**config.mk**
```make
export PLATFORM = sky130hd
export DESIGN_NAME = ym3438_bus_writer
export DESIGN_NICKNAME = d
export VERILOG_FILES = /design/src/rtl/ym3438_bus_writer.sv
export SDC_FILE = /design/constraint.sdc
export NUM_CORES = 1
export LEC_CHECK = 0
export CAP_MARGIN = 15
export CORE_ASPECT_RATIO = 0.5
export CORE_MARGIN = 5
export CORE_UTILIZATION = 44
export CTS_CLUSTER_DIAMETER = 100
export DETAILED_ROUTE_END_ITERATION = 7
export PLACE_DENSITY = 0.78
export SYNTH_ARGS = -nofsm -noshare
export SYNTH_HDL_FRONTEND = slang
export SYNTH_SLANG_ARGS = --single-unit
export TNS_END_PERCENT = 1
```
**constraint.sdc**
```tcl
create_clock -name MCLK -period 5.5 [get_ports MCLK]
set_input_delay 0.55 -clock MCLK [delete_from_list [all_inputs] [get_ports MCLK]]
set_output_delay 0.55 -clock MCLK [all_outputs]
set_load 0.05 [all_outputs]
```
**src/rtl/ym3438_bus_writer.sv**
```systemverilog
// ym3438_bus_writer: host-side initiator for the YM3438 CPU pins.
// Each register write request becomes an address write followed by a data write,
// then the bus is paced before the next request is taken.
// Build option: define YM3438_WR_BUSY_POLL_EN to pace by polling the status busy
// flag (with POLL_MAX reads before giving up) instead of a fixed T_WAIT wait.
module ym3438_bus_writer #(
    parameter int T_SETUP  = 2,
    parameter int T_PULSE  = 4,
    parameter int T_HOLD   = 2,
    parameter int T_GAP    = 16,
    parameter int T_WAIT   = 96,
    parameter int POLL_MAX = 255
) (
    input  logic       MCLK,
    input  logic       IC,
    input  logic       req_valid,
    output logic       req_ready,
    input  logic       req_bank,
    input  logic [7:0] req_addr,
    input  logic [7:0] req_data,
    output logic       done,
    output logic       timeout,
    output logic       CS,
    output logic       WR,
    output logic       RD,
    output logic [1:0] ADDRESS,
    output logic [7:0] DATA_o,
    output logic       DATA_oe,
    input  logic [7:0] DATA_i
);

    if (T_SETUP < 1 || T_PULSE < 1 || T_HOLD < 1 || T_GAP < 1 || T_WAIT < 1 || POLL_MAX < 1) begin : g_param_check
        $error("ym3438_bus_writer: every timing parameter must be >= 1");
    end

    typedef enum logic [3:0] {
        S_IDLE,
        S_A_SETUP,
        S_A_STROBE,
        S_A_HOLD,
        S_A_GAP,
        S_D_SETUP,
        S_D_STROBE,
        S_D_HOLD,
        S_WAIT,
        S_P_SETUP,
        S_P_STROBE,
        S_P_HOLD,
        S_P_GAP
    } state_t;

    state_t     state, state_next;
    logic [7:0] count, count_next;
    logic       bank_lat, bank_lat_next;
    logic [7:0] addr_lat, addr_lat_next;
    logic [7:0] data_lat, data_lat_next;
    logic       cs_next, wr_next, rd_next, oe_next;
    logic [1:0] address_next;
    logic [7:0] data_o_next;
    logic       done_next, timeout_next, ready_next;

`ifdef YM3438_WR_BUSY_POLL_EN
    logic       busy, busy_next;
    logic [7:0] poll_count, poll_count_next;
`else
    logic       unused_data_i;
    assign unused_data_i = ^DATA_i;
`endif

    // Next-state logic: sequencing, request latch, and the pin values for the state being entered
    always_comb begin
        state_next    = state;
        count_next    = count;
        bank_lat_next = bank_lat;
        addr_lat_next = addr_lat;
        data_lat_next = data_lat;
`ifdef YM3438_WR_BUSY_POLL_EN
        busy_next       = busy;
        poll_count_next = poll_count;
`endif
        if (state != S_IDLE && count != 8'd0) begin
            count_next = count - 8'd1;
        end

        case (state)
            S_IDLE: begin
                if (req_valid) begin
                    state_next    = S_A_SETUP;
                    count_next    = 8'(T_SETUP - 1);
                    bank_lat_next = req_bank;
                    addr_lat_next = req_addr;
                    data_lat_next = req_data;
                end
            end
            S_A_SETUP: if (count == 8'd0) begin state_next = S_A_STROBE; count_next = 8'(T_PULSE - 1); end
            S_A_STROBE: if (count == 8'd0) begin state_next = S_A_HOLD; count_next = 8'(T_HOLD - 1); end
            S_A_HOLD: if (count == 8'd0) begin state_next = S_A_GAP; count_next = 8'(T_GAP - 1); end
            S_A_GAP: if (count == 8'd0) begin state_next = S_D_SETUP; count_next = 8'(T_SETUP - 1); end
            S_D_SETUP: if (count == 8'd0) begin state_next = S_D_STROBE; count_next = 8'(T_PULSE - 1); end
            S_D_STROBE: if (count == 8'd0) begin state_next = S_D_HOLD; count_next = 8'(T_HOLD - 1); end
            S_D_HOLD: begin
                if (count == 8'd0) begin
`ifdef YM3438_WR_BUSY_POLL_EN
                    state_next      = S_P_SETUP;
                    count_next      = 8'(T_SETUP - 1);
                    poll_count_next = 8'd1;
`else
                    state_next = S_WAIT;
                    count_next = 8'(T_WAIT - 1);
`endif
                end
            end
            S_WAIT: if (count == 8'd0) begin state_next = S_IDLE; count_next = 8'd0; end
`ifdef YM3438_WR_BUSY_POLL_EN
            S_P_SETUP: if (count == 8'd0) begin state_next = S_P_STROBE; count_next = 8'(T_PULSE - 1); end
            S_P_STROBE: begin
                if (count == 8'd0) begin
                    state_next = S_P_HOLD;
                    count_next = 8'(T_HOLD - 1);
                    busy_next  = DATA_i[7];
                end
            end
            S_P_HOLD: begin
                if (count == 8'd0) begin
                    if (busy && poll_count < 8'(POLL_MAX)) begin
                        state_next = S_P_GAP;
                        count_next = 8'(T_GAP - 1);
                    end else begin
                        state_next = S_IDLE;
                        count_next = 8'd0;
                    end
                end
            end
            S_P_GAP: begin
                if (count == 8'd0) begin
                    state_next      = S_P_SETUP;
                    count_next      = 8'(T_SETUP - 1);
                    poll_count_next = poll_count + 8'd1;
                end
            end
`endif
            default: begin
                state_next = S_IDLE;
                count_next = 8'd0;
            end
        endcase

        cs_next      = 1'b1;
        wr_next      = 1'b1;
        rd_next      = 1'b1;
        oe_next      = 1'b0;
        address_next = ADDRESS;
        data_o_next  = DATA_o;
        case (state_next)
            S_A_SETUP, S_A_STROBE, S_A_HOLD: begin
                cs_next      = 1'b0;
                oe_next      = 1'b1;
                address_next = {bank_lat_next, 1'b0};
                data_o_next  = addr_lat_next;
                wr_next      = (state_next != S_A_STROBE);
            end
            S_D_SETUP, S_D_STROBE, S_D_HOLD: begin
                cs_next      = 1'b0;
                oe_next      = 1'b1;
                address_next = {bank_lat_next, 1'b1};
                data_o_next  = data_lat_next;
                wr_next      = (state_next != S_D_STROBE);
            end
`ifdef YM3438_WR_BUSY_POLL_EN
            S_P_SETUP, S_P_STROBE, S_P_HOLD: begin
                cs_next      = 1'b0;
                address_next = 2'b00;
                rd_next      = (state_next != S_P_STROBE);
            end
`endif
            default: ;
        endcase

        ready_next = (state_next == S_IDLE);
`ifdef YM3438_WR_BUSY_POLL_EN
        done_next    = (state_next == S_P_HOLD) && (count_next == 8'd0)
                       && (!busy_next || poll_count_next == 8'(POLL_MAX));
        timeout_next = done_next && busy_next;
`else
        done_next    = (state_next == S_WAIT) && (count_next == 8'd0);
        timeout_next = 1'b0;
`endif
    end

    // State register with registered pin outputs; reset aborts any transaction at once
    always_ff @(posedge MCLK or posedge IC) begin
        if (IC) begin
            state     <= S_IDLE;
            count     <= 8'd0;
            bank_lat  <= 1'b0;
            addr_lat  <= 8'd0;
            data_lat  <= 8'd0;
            CS        <= 1'b1;
            WR        <= 1'b1;
            RD        <= 1'b1;
            ADDRESS   <= 2'b00;
            DATA_o    <= 8'd0;
            DATA_oe   <= 1'b0;
            req_ready <= 1'b1;
            done      <= 1'b0;
            timeout   <= 1'b0;
`ifdef YM3438_WR_BUSY_POLL_EN
            busy       <= 1'b0;
            poll_count <= 8'd0;
`endif
        end else begin
            state     <= state_next;
            count     <= count_next;
            bank_lat  <= bank_lat_next;
            addr_lat  <= addr_lat_next;
            data_lat  <= data_lat_next;
            CS        <= cs_next;
            WR        <= wr_next;
            RD        <= rd_next;
            ADDRESS   <= address_next;
            DATA_o    <= data_o_next;
            DATA_oe   <= oe_next;
            req_ready <= ready_next;
            done      <= done_next;
            timeout   <= timeout_next;
`ifdef YM3438_WR_BUSY_POLL_EN
            busy       <= busy_next;
            poll_count <= poll_count_next;
`endif
        end
    end

endmodule

```
==> impl_metrics.yaml, run 1 <==
status:
  status: "finished clean"
clocking:
  postCtsResizedCells: 0
  cts.clk_slew.worst_paths_ns: 0.09
  cts_inserted_buffers: 5
  clk_latency_ns: 0.30
  root_buffer: "clkbuf_8"
  cts_tree: "done"
  ctsHtreeMaxLevel: 2
  postCtsHoldBufs: 0
  cts_buffer_depth: 2
  post_cts_buffers: 0
  cts.sinks: 44
synth:
  syn_nets: 235
  synth_top_area_frac: 0.4651
  netlist_area_um2: 2206
  netlist_instances: 205
  synth_flop_cell: "dfrtp_1"
  ys_types: 52
  ys_warn_count: 0
  synth_commonest_cells: "dfrtp_1, mux2_2, nand2_1"
  syn_area_per_cell_um2: 10.76
  ys_seq_elements: 44
  yosysMostFrequentCell: "dfrtp_1"
  ys_seq_area_frac: 0.5009
  synth_largest_area_cell: "dfrtp_1"
  synth_area_leaders: "dfrtp_1, mux2_2, mux2i_1, dfstp_2, o21ai_0"
  ys_async_sr_fraction: 1.000
  synth_edf_count: 0
layout:
  drive_above_1_share: 0.1765
  antenna_cells: 0
  post-route-cell-area_um2: 2714
  fin_nets: 267
  area_delta_synth_final_pct: 23.03
  finish.utilization: 0.5553
sta:
  clock.fmax_ghz: 0.3484
  setup_viol: 0
  drv_slew: 0
  finalSetupTns_ns: 0
  fin_crit_ns: 2.870
  slew_headroom: 0.3456
  hold_viol: 0
  rsz0062_at_grt: "no"
  final.setup_skew_ns: 0.006050
  max_slew.worst_pin.slew_ns: 0.9689
  fin_crit_sh: 0.5218
grt:
  grt_use_total: 0.1554
  grt_pass1_vias: 1707
  antenna_found_initial: 0
  grt_max_degree: 45
  grt-ovfl-total: 0
  grt_pass1_wl_um: 7914
power_and_ir_drop:
  irDropWorstVdd_mv: 0.3350
  finalPower_uw: 1666
  powerDensity_nw_per_um2: 614.0
  p_leak_uw: 0.001184
floorplanning:
  coreArea_um2: 4887
  rows: 18
  die_area_um2: 6615
  fp.dieH_um: 60.07
  fp.dieW_um: 110.1
  initial_utilization: 0.4514
  io_pins: 45
placed_design:
  io_buffers: 34
  post_dp_cell_area_um2: 2592
  place_congestion: 0.8876
  hpwl_um: 3371
worst_hold_path:
  whs_path_depth: 2
  hp-class: "reg -> reg"
worst_setup_path:
  cp_num_cells: 8
  r2r-start: "count[1]"
  reg2reg_to: "DATA_o[3]"
  cp-startpoint: "count[1]"
  cp-endpoint: "DATA_o[3]"
  path_max_fanout: 5
  crit_top_cell: "mux2i_1"
  critical_path.slowest_cell: "mux2i_1"
  rrSetupSlack_ns: 2.63
  cp_num_buf_inv: 2
  cpLargestDelayFamily: "multiplexers"
  ff2ff_path_depth: 8
  worstPathRequired_ns: 5.65
  slowest_delay_ns: 0.64
  crit_chain: "inv_1 -> ha_1 -> or3b_2 -> nor3_4 -> mux2i_1 -> buf_4 -> mux2i_1 -> o21ai_0"
  crit_type: "reg -> reg"
  endpoint_kind: "flop"
  arrival_ns: 3.02
  start_kind: "flop"
drt:
  wl_per_cell_um: 15.18
  drt_wl_total_um: 4675
  drc_errors: 0
  vias: 1648
  m1WireLength_um: 2021
  wl_met3_um: 243
  drt_iter0_markers: 97
  top_layer: "met4"
  drt_pass1_iterations: 4
  wl_met2_um: 2360
  ant_nets: 0
  via_per_inst: 5.351
flow_run:
  drv_cap: 0
## metrics by stage
step                setup WS [ns]  instances  hold slack, ns
finish                      2.630        308          0.5021
global placement            2.703        300          0.4661
CTS                         2.620        308          0.5058
detailed placement          2.617        300          0.4870
floorplan                   2.930        205          0.4680
global route                2.465        308          0.5256
## per-layer routing
layer	GRT usage	up-vias
li1	-	795
met1	0.1958	795
met2	0.2690	53
met3	0.03344	5
met4	0.05263	0
met5	0	-
## report_power, final
part	switching [uW]	leakage, uW	internal (uW)
clock	113	0.0000614	149
combinational	486	0.000586	340
sequential	106	0.000537	473
total	705	0.00118	962
## final cells by class
cell class                      count  area, um^2
Clock buffer                        6       82.58
Tap cell                           70       87.58
Sequential cell                    44        1105
Timing Repair Buffer               37       362.8
Clock inverter                      2       38.79
Multi-Input combinational cell    142        1011
Fill cell                         418        2173
Inverter                            7       26.28
## worst min-delay path by stage
stage,end,startpoint,slack (ns)
6_report,DATA_o[4],DATA_o[4],0.50
5_1_grt,data_lat[4],data_lat[4],0.53
4_1_cts,data_lat[7],data_lat[7],0.51
3_5_place_dp,DATA_o[0],DATA_o[0],0.49
3_3_place_gp,DATA_o[6],DATA_o[6],0.47
2_1_floorplan,bank_lat,bank_lat,0.47
## worst register-to-register path: stages (launching register included)
cell	delay, ns
dfrtp_1	0.41
inv_1	0.13
ha_1	0.20
or3b_2	0.52
nor3_4	0.28
mux2i_1	0.64
buf_4	0.27
mux2i_1	0.17
o21ai_0	0.10
## cells by family (layout without fill, tap and decap cells)
family	Yosys count	after routing	synth area share
other	2	2	0.003405
AND/OR/NAND/NOR	63	63	0.1583
adder cells (fa/ha/maj)	2	2	0.01134
XOR/XNOR	4	4	0.01588
flip-flops	44	44	0.5009
multiplexers	30	30	0.1469
AO/OA/AOI/OAI	41	41	0.1225
buffers and inverters	19	52	0.04083
## flip-flops by register name (all words and copies together), names as in the netlist
name       count
ADDRESS        2
CS             1
DATA_o         8
DATA_oe        1
WR             1
addr_lat       8
bank_lat       1
count          8
data_lat       8
done           1
req_ready      1
state          4
## cells in the final DEF (no fill, tap or decap), types with 3 or more instances in the layout
cell type,instances
nand2b_1,3
dfrtp_1,41
mux2i_1,11
nor4_1,3
o21ai_0,14
nor2_1,13
nand3_1,4
clkbuf_8,6
dfstp_2,3
nor3_1,5
mux2_2,18
nand2_1,17
inv_1,5
o21bai_1,3
clkdlybuf4s50_1,34
a21oi_1,8
or2_2,3
buf_4,3
(Power assumes the default switching activity.)
==> run 2, diff against run 1 <==
==> constraint.sdc (replaced) <==
create_clock -name MCLK -period 3 [get_ports MCLK]
set_input_delay 0.3 -clock MCLK [delete_from_list [all_inputs] [get_ports MCLK]]
set_output_delay 0.3 -clock MCLK [all_outputs]
set_load 0.05 [all_outputs]
==> run 2 against run 1 <==
Compared with the run above:
- hold slack got worse by 0.082 ns
- critical path depth fell by 3
- power is 82% higher
- critical endpoint is now done
- highest routed layer unchanged
- clock power increased by 78%
==> impl_metrics.yaml, run 2 (same netlist as run 1, synthesis figures left out) <==
placed_design:
  io_buffers: 34
  place_congestion: 0.8701
  place_worst_setup_slack_ns: 0.5529
  hpwl_um: 3326
  dp_cells: 303
  post_dp_cell_area_um2: 2615
sta:
  setup_viol: 0
  slew_headroom: 0.3477
  hold_viol: 0
  clock.fmax_ghz: 0.3946
  finalSetupTns_ns: 0
  final.setup_skew_ns: 0.006232
  rsz0062_at_grt: "no"
  drv_slew: 0
  fin_ws_ns: 0.4655
  max_slew.worst_pin.slew_ns: 0.9724
  fin_crit_sh: 0.8448
  fin_crit_ns: 2.534
worst_setup_path:
  endpoint_kind: "flop"
  worstPathRequired_ns: 3.18
  arrival_ns: 2.71
  crit_type: "reg -> reg"
  start_kind: "flop"
  path_max_fanout: 15
floorplanning:
  coreArea_um2: 4887
  die_area_um2: 6615
  fp.dieW_um: 110.1
  initial_utilization: 0.4514
  rows: 18
  fp.dieH_um: 60.07
  io_pins: 45
layout:
  fin_nets: 270
  layout_commonest_cell: "dfrtp_1"
  area_delta_synth_final_pct: 23.77
  antenna_cells: 0
  layout.cells.non_filler: 311
  drive_above_1_share: 0.1867
  most-common-layout-cells: "dfrtp_1, clkdlybuf4s50_1, mux2_2"
  post-route-cell-area_um2: 2730
drt:
  ant_nets: 0
  vias: 1652
  drc_errors: 0
  drt_wl_total_um: 4594
  via_per_inst: 5.312
  wl_per_cell_um: 14.77
  drt_iter0_markers: 59
  drt_pass1_iterations: 4
clocking:
  cts_tree: "done"
  ctsHtreeMaxLevel: 2
  root_buffer: "clkbuf_8"
  clk_latency_ns: 0.29
  postCtsResizedCells: 0
  cts.sinks: 44
  postCtsHoldBufs: 0
  cts.clk_slew.worst_paths_ns: 0.09
  cts_inserted_buffers: 5
  post_cts_buffers: 0
  cts_buffer_depth: 2
grt:
  antenna_found_initial: 0
  grt_max_degree: 28
  grt_pass1_vias: 1653
  grt_pass1_wl_um: 7672
  grt-ovfl-total: 0
  grt_use_met3: 0.03776
  grt-busiest-layer: "met2"
  grt_use_total: 0.1483
  grtUsageMet1: 0.1993
  use_met2: 0.2431
power_and_ir_drop:
  powerDensity_nw_per_um2: 1113
  finalPower_uw: 3040
  irDropWorstVdd_mv: 0.4996
  p_leak_uw: 0.001193
worst_hold_path:
  hp-class: "in -> async"
status:
  status: "finished clean"
flow_run:
  drv_cap: 0
run 2: cell types whose count changed in the layout (fill, tap and decap cells not counted):
cell / delta
buf_4: +3
inv_6: +1
clkinvlp_4: +1
clkinv_4: -1
clkbuf_8: -1
run 2: path summary, 6_finish.rpt:
check / startpoint / endpoint / slack (ns) / cells past startpoint
hold / removal: IC / DATA_o[7] / 0.42 / 2
min in group MCLK: DATA_o[6] / DATA_o[6] / 0.48 / 2
hold reg to reg: DATA_o[6] / DATA_o[6] / 0.48 / 2
setup / recovery: state[2] / done / 0.47 / 5
max in group asynchronous: IC / DATA_o[0] / 1.89 / 3
setup reg to reg: state[2] / done / 0.47 / 5
run 2: area by class of cell:
class / instances / area (um^2)
clock inverters: 3 / 46.29
repair buffers: 40 / 385.4
inverters: 7 / 26.28
fillers: 437 / 2157
multi-input cells: 142 / 1011
well taps: 70 / 87.58
flip-flops and latches: 44 / 1105
clock buffers: 5 / 68.82
run 2: power breakdown:
part	switching, uW	internal [uW]	total, uW
sequential	191	867	1060
clock	215	251	466
combinational	884	632	1520
total	1290	1750	3040
run 2: through the flow:
step             util  hold slack, ns
6_report       0.5586          0.4196
5_1_grt        0.5586          0.4956
4_1_cts        0.5586          0.4424
3_5_place_dp   0.5351          0.4692
3_3_place_gp   0.5351          0.4667
2_1_floorplan       -          0.4643
run 2: routing by layer:
layer	wire, um	up-vias
li1	-	798
met1	2130	811
met2	2217	39
met3	221	4
met4	25	0
met5	0	-
run 2: critical path: stages, from the launching register on:
cell	delay, ns
dfrtp_1	0.54
o41ai_1	0.89
o31ai_1	0.21
a221oi_2	0.33
nand4b_1	0.14
a311oi_1	0.31
==> run 3, diff against run 2 <==
==> constraint.sdc (replaced) <==
create_clock -name MCLK -period 2.4 [get_ports MCLK]
set_input_delay 0.24 -clock MCLK [delete_from_list [all_inputs] [get_ports MCLK]]
set_output_delay 0.24 -clock MCLK [all_outputs]
set_load 0.05 [all_outputs]
==> run 3 against run 2 <==
Compared with the run above:
- hold slack got worse by 0.047 ns
- routed wire length rose by 2.0%
- combinational power rose by 42%
- clock skew grew 0.0035 ns
- critical endpoint is now DATA_o[6]
- largest power group unchanged
- highest routed layer unchanged
==> impl_metrics.yaml, run 3 (same netlist as run 1, synthesis figures left out) <==
status:
  status: "finished clean"
worst_setup_path:
  cp-startpoint: "count[0]"
  crit_type: "reg -> reg"
  endpoint_kind: "flop"
  critical_path.slowest_cell: "or3b_2"
  start_kind: "flop"
  path_max_fanout: 5
  ff2ff_path_depth: 8
  arrival_ns: 2.50
  reg2reg_to: "DATA_o[6]"
  rrSetupSlack_ns: 0.09
  crit_chain: "inv_1 -> ha_2 -> or3b_2 -> nor3_4 -> mux2i_2 -> buf_4 -> mux2i_1 -> o21ai_0"
  r2r-start: "count[0]"
  cp-endpoint: "DATA_o[6]"
  slowest_delay_ns: 0.50
  worstPathRequired_ns: 2.58
layout:
  drive_above_1_share: 0.2451
  most-common-layout-cells: "dfrtp_1, clkdlybuf4s50_1, mux2_2"
  antenna_cells: 0
  fin_nets: 282
  post-route-cell-area_um2: 2843
  area_delta_synth_final_pct: 28.87
  layout_commonest_cell: "dfrtp_1"
  nFillCells: 412
grt:
  grt-ovfl-total: 0
  grt_pass1_wl_um: 7762
  grt_pass1_vias: 1679
  antenna_found_initial: 0
  grt_max_degree: 45
  grt_use_total: 0.1546
power_and_ir_drop:
  finalPower_uw: 3970
  irDropWorstVdd_mv: 0.8248
  p_comb_frac: 0.545
  powerDensity_nw_per_um2: 1396
  switching_power_uw: 1664
  p_leak_uw: 0.001255
  clockPowerShare: 0.147
  p_sw_frac: 0.4192
  seq_power_share: 0.309
  p_int_uw: 2306
placed_design:
  post_dp_cell_area_um2: 2709
  place_congestion: 0.8953
  io_buffers: 34
  hpwl_um: 3509
clocking:
  ctsHtreeMaxLevel: 2
  root_buffer: "clkbuf_8"
  cts_inserted_buffers: 5
  cts_buffer_depth: 2
  clk_latency_ns: 0.30
  post_cts_buffers: 0
  cts.sinks: 44
  cts_tree: "done"
  cts.clk_slew.worst_paths_ns: 0.09
drt:
  drt_iter0_markers: 102
  wl_per_cell_um: 14.51
  drt_pass1_iterations: 4
  drt_wl_total_um: 4686
  drc_errors: 0
  vias: 1721
  ant_nets: 0
  via_per_inst: 5.328
sta:
  setup_viol: 0
  max_slew.worst_pin.slew_ns: 0.5326
  fin_crit_sh: 0.9635
  fin_crit_ns: 2.312
  slew_headroom: 0.6422
  clock.fmax_ghz: 0.4324
  finalSetupTns_ns: 0
  drv_slew: 0
  final.setup_skew_ns: 0.009707
  hold_viol: 0
  rsz0062_at_grt: "yes"
floorplanning:
  die_area_um2: 6615
  initial_utilization: 0.4514
  coreArea_um2: 4887
  fp.dieW_um: 110.1
  io_pins: 45
  fp.dieH_um: 60.07
  rows: 18
flow_run:
  drv_cap: 0
worst_hold_path:
  hp-class: "in -> async"
-- run 3: cell types whose count changed in the layout (fill, tap and decap cells not counted), sizes merged --
cell,change
buf,+12
-- run 3: timing repair --
action                                  CTS  global route
hold buffers                              0             0
endpoints found under the setup margin    0            10
endpoints found under the hold margin     0             0
gates resized for setup                   0             5
-- run 3: routing by layer --
| metal | routed length, um | GRT usage |
|---|---|---|
| met1 | 2097 | 0.1977 |
| met2 | 2212 | 0.2491 |
| met3 | 290 | 0.04854 |
| met4 | 86 | 0.05789 |
| met5 | 0 | 0 |
-- run 3: through the flow --
stage | std cells | hold slack (ns) | setup slack [ns] | util
after floorplan | 205 | 0.4043 | 0.02581 | -
after global placement | 315 | 0.4660 | 0.1010 | 0.5543
after detailed placement | 315 | 0.4710 | 0.06039 | 0.5543
after CTS | 323 | 0.3927 | 0.02864 | 0.5778
after global routing | 323 | 0.4253 | -0.003015 | 0.5817
final | 323 | 0.3730 | 0.08752 | 0.5817
-- run 3: layout make-up --
type	instances	area, um^2	area share
timing repair buffer	52	479.2	0.1686
sequential	44	1105	0.3886
tap	70	87.58	0.03081
inverter	7	26.28	0.009243
multi-input combinational	142	1030	0.3622
clock buffer	5	68.82	0.02421
clock inverter	3	46.29	0.01629
-- run 3: worst min-delay path by stage --
stage	to	slack (ns)
2_1_floorplan	bank_lat	0.40
3_3_place_gp	DATA_o[5]	0.47
3_5_place_dp	DATA_o[7]	0.47
4_1_cts	count[5]	0.39
5_1_grt	done	0.43
6_report	count[3]	0.37
-- run 3: critical path, delay by kind of cell, from the launching register on --
| family | cells | cell delay, ns |
|---|---|---|
| AOI/OAI and AO/OA | 1 | 0.09 |
| DFF | 1 | 0.42 |
| adders and majority gates | 1 | 0.19 |
| and+or+nand+nor | 2 | 0.70 |
| buffers and inverters | 2 | 0.29 |
| muxes | 2 | 0.50 |
-- run 3: power by group through the flow --
stage | combinational [uW] | clock (uW) | sequential [uW]
floorplan | 1130 | 0 | 1600
global placement | 2070 | 0 | 1220
detailed placement | 2140 | 0 | 1240
CTS | 2150 | 597 | 1220
global route | 2330 | 638 | 1260
finish | 2160 | 583 | 1220
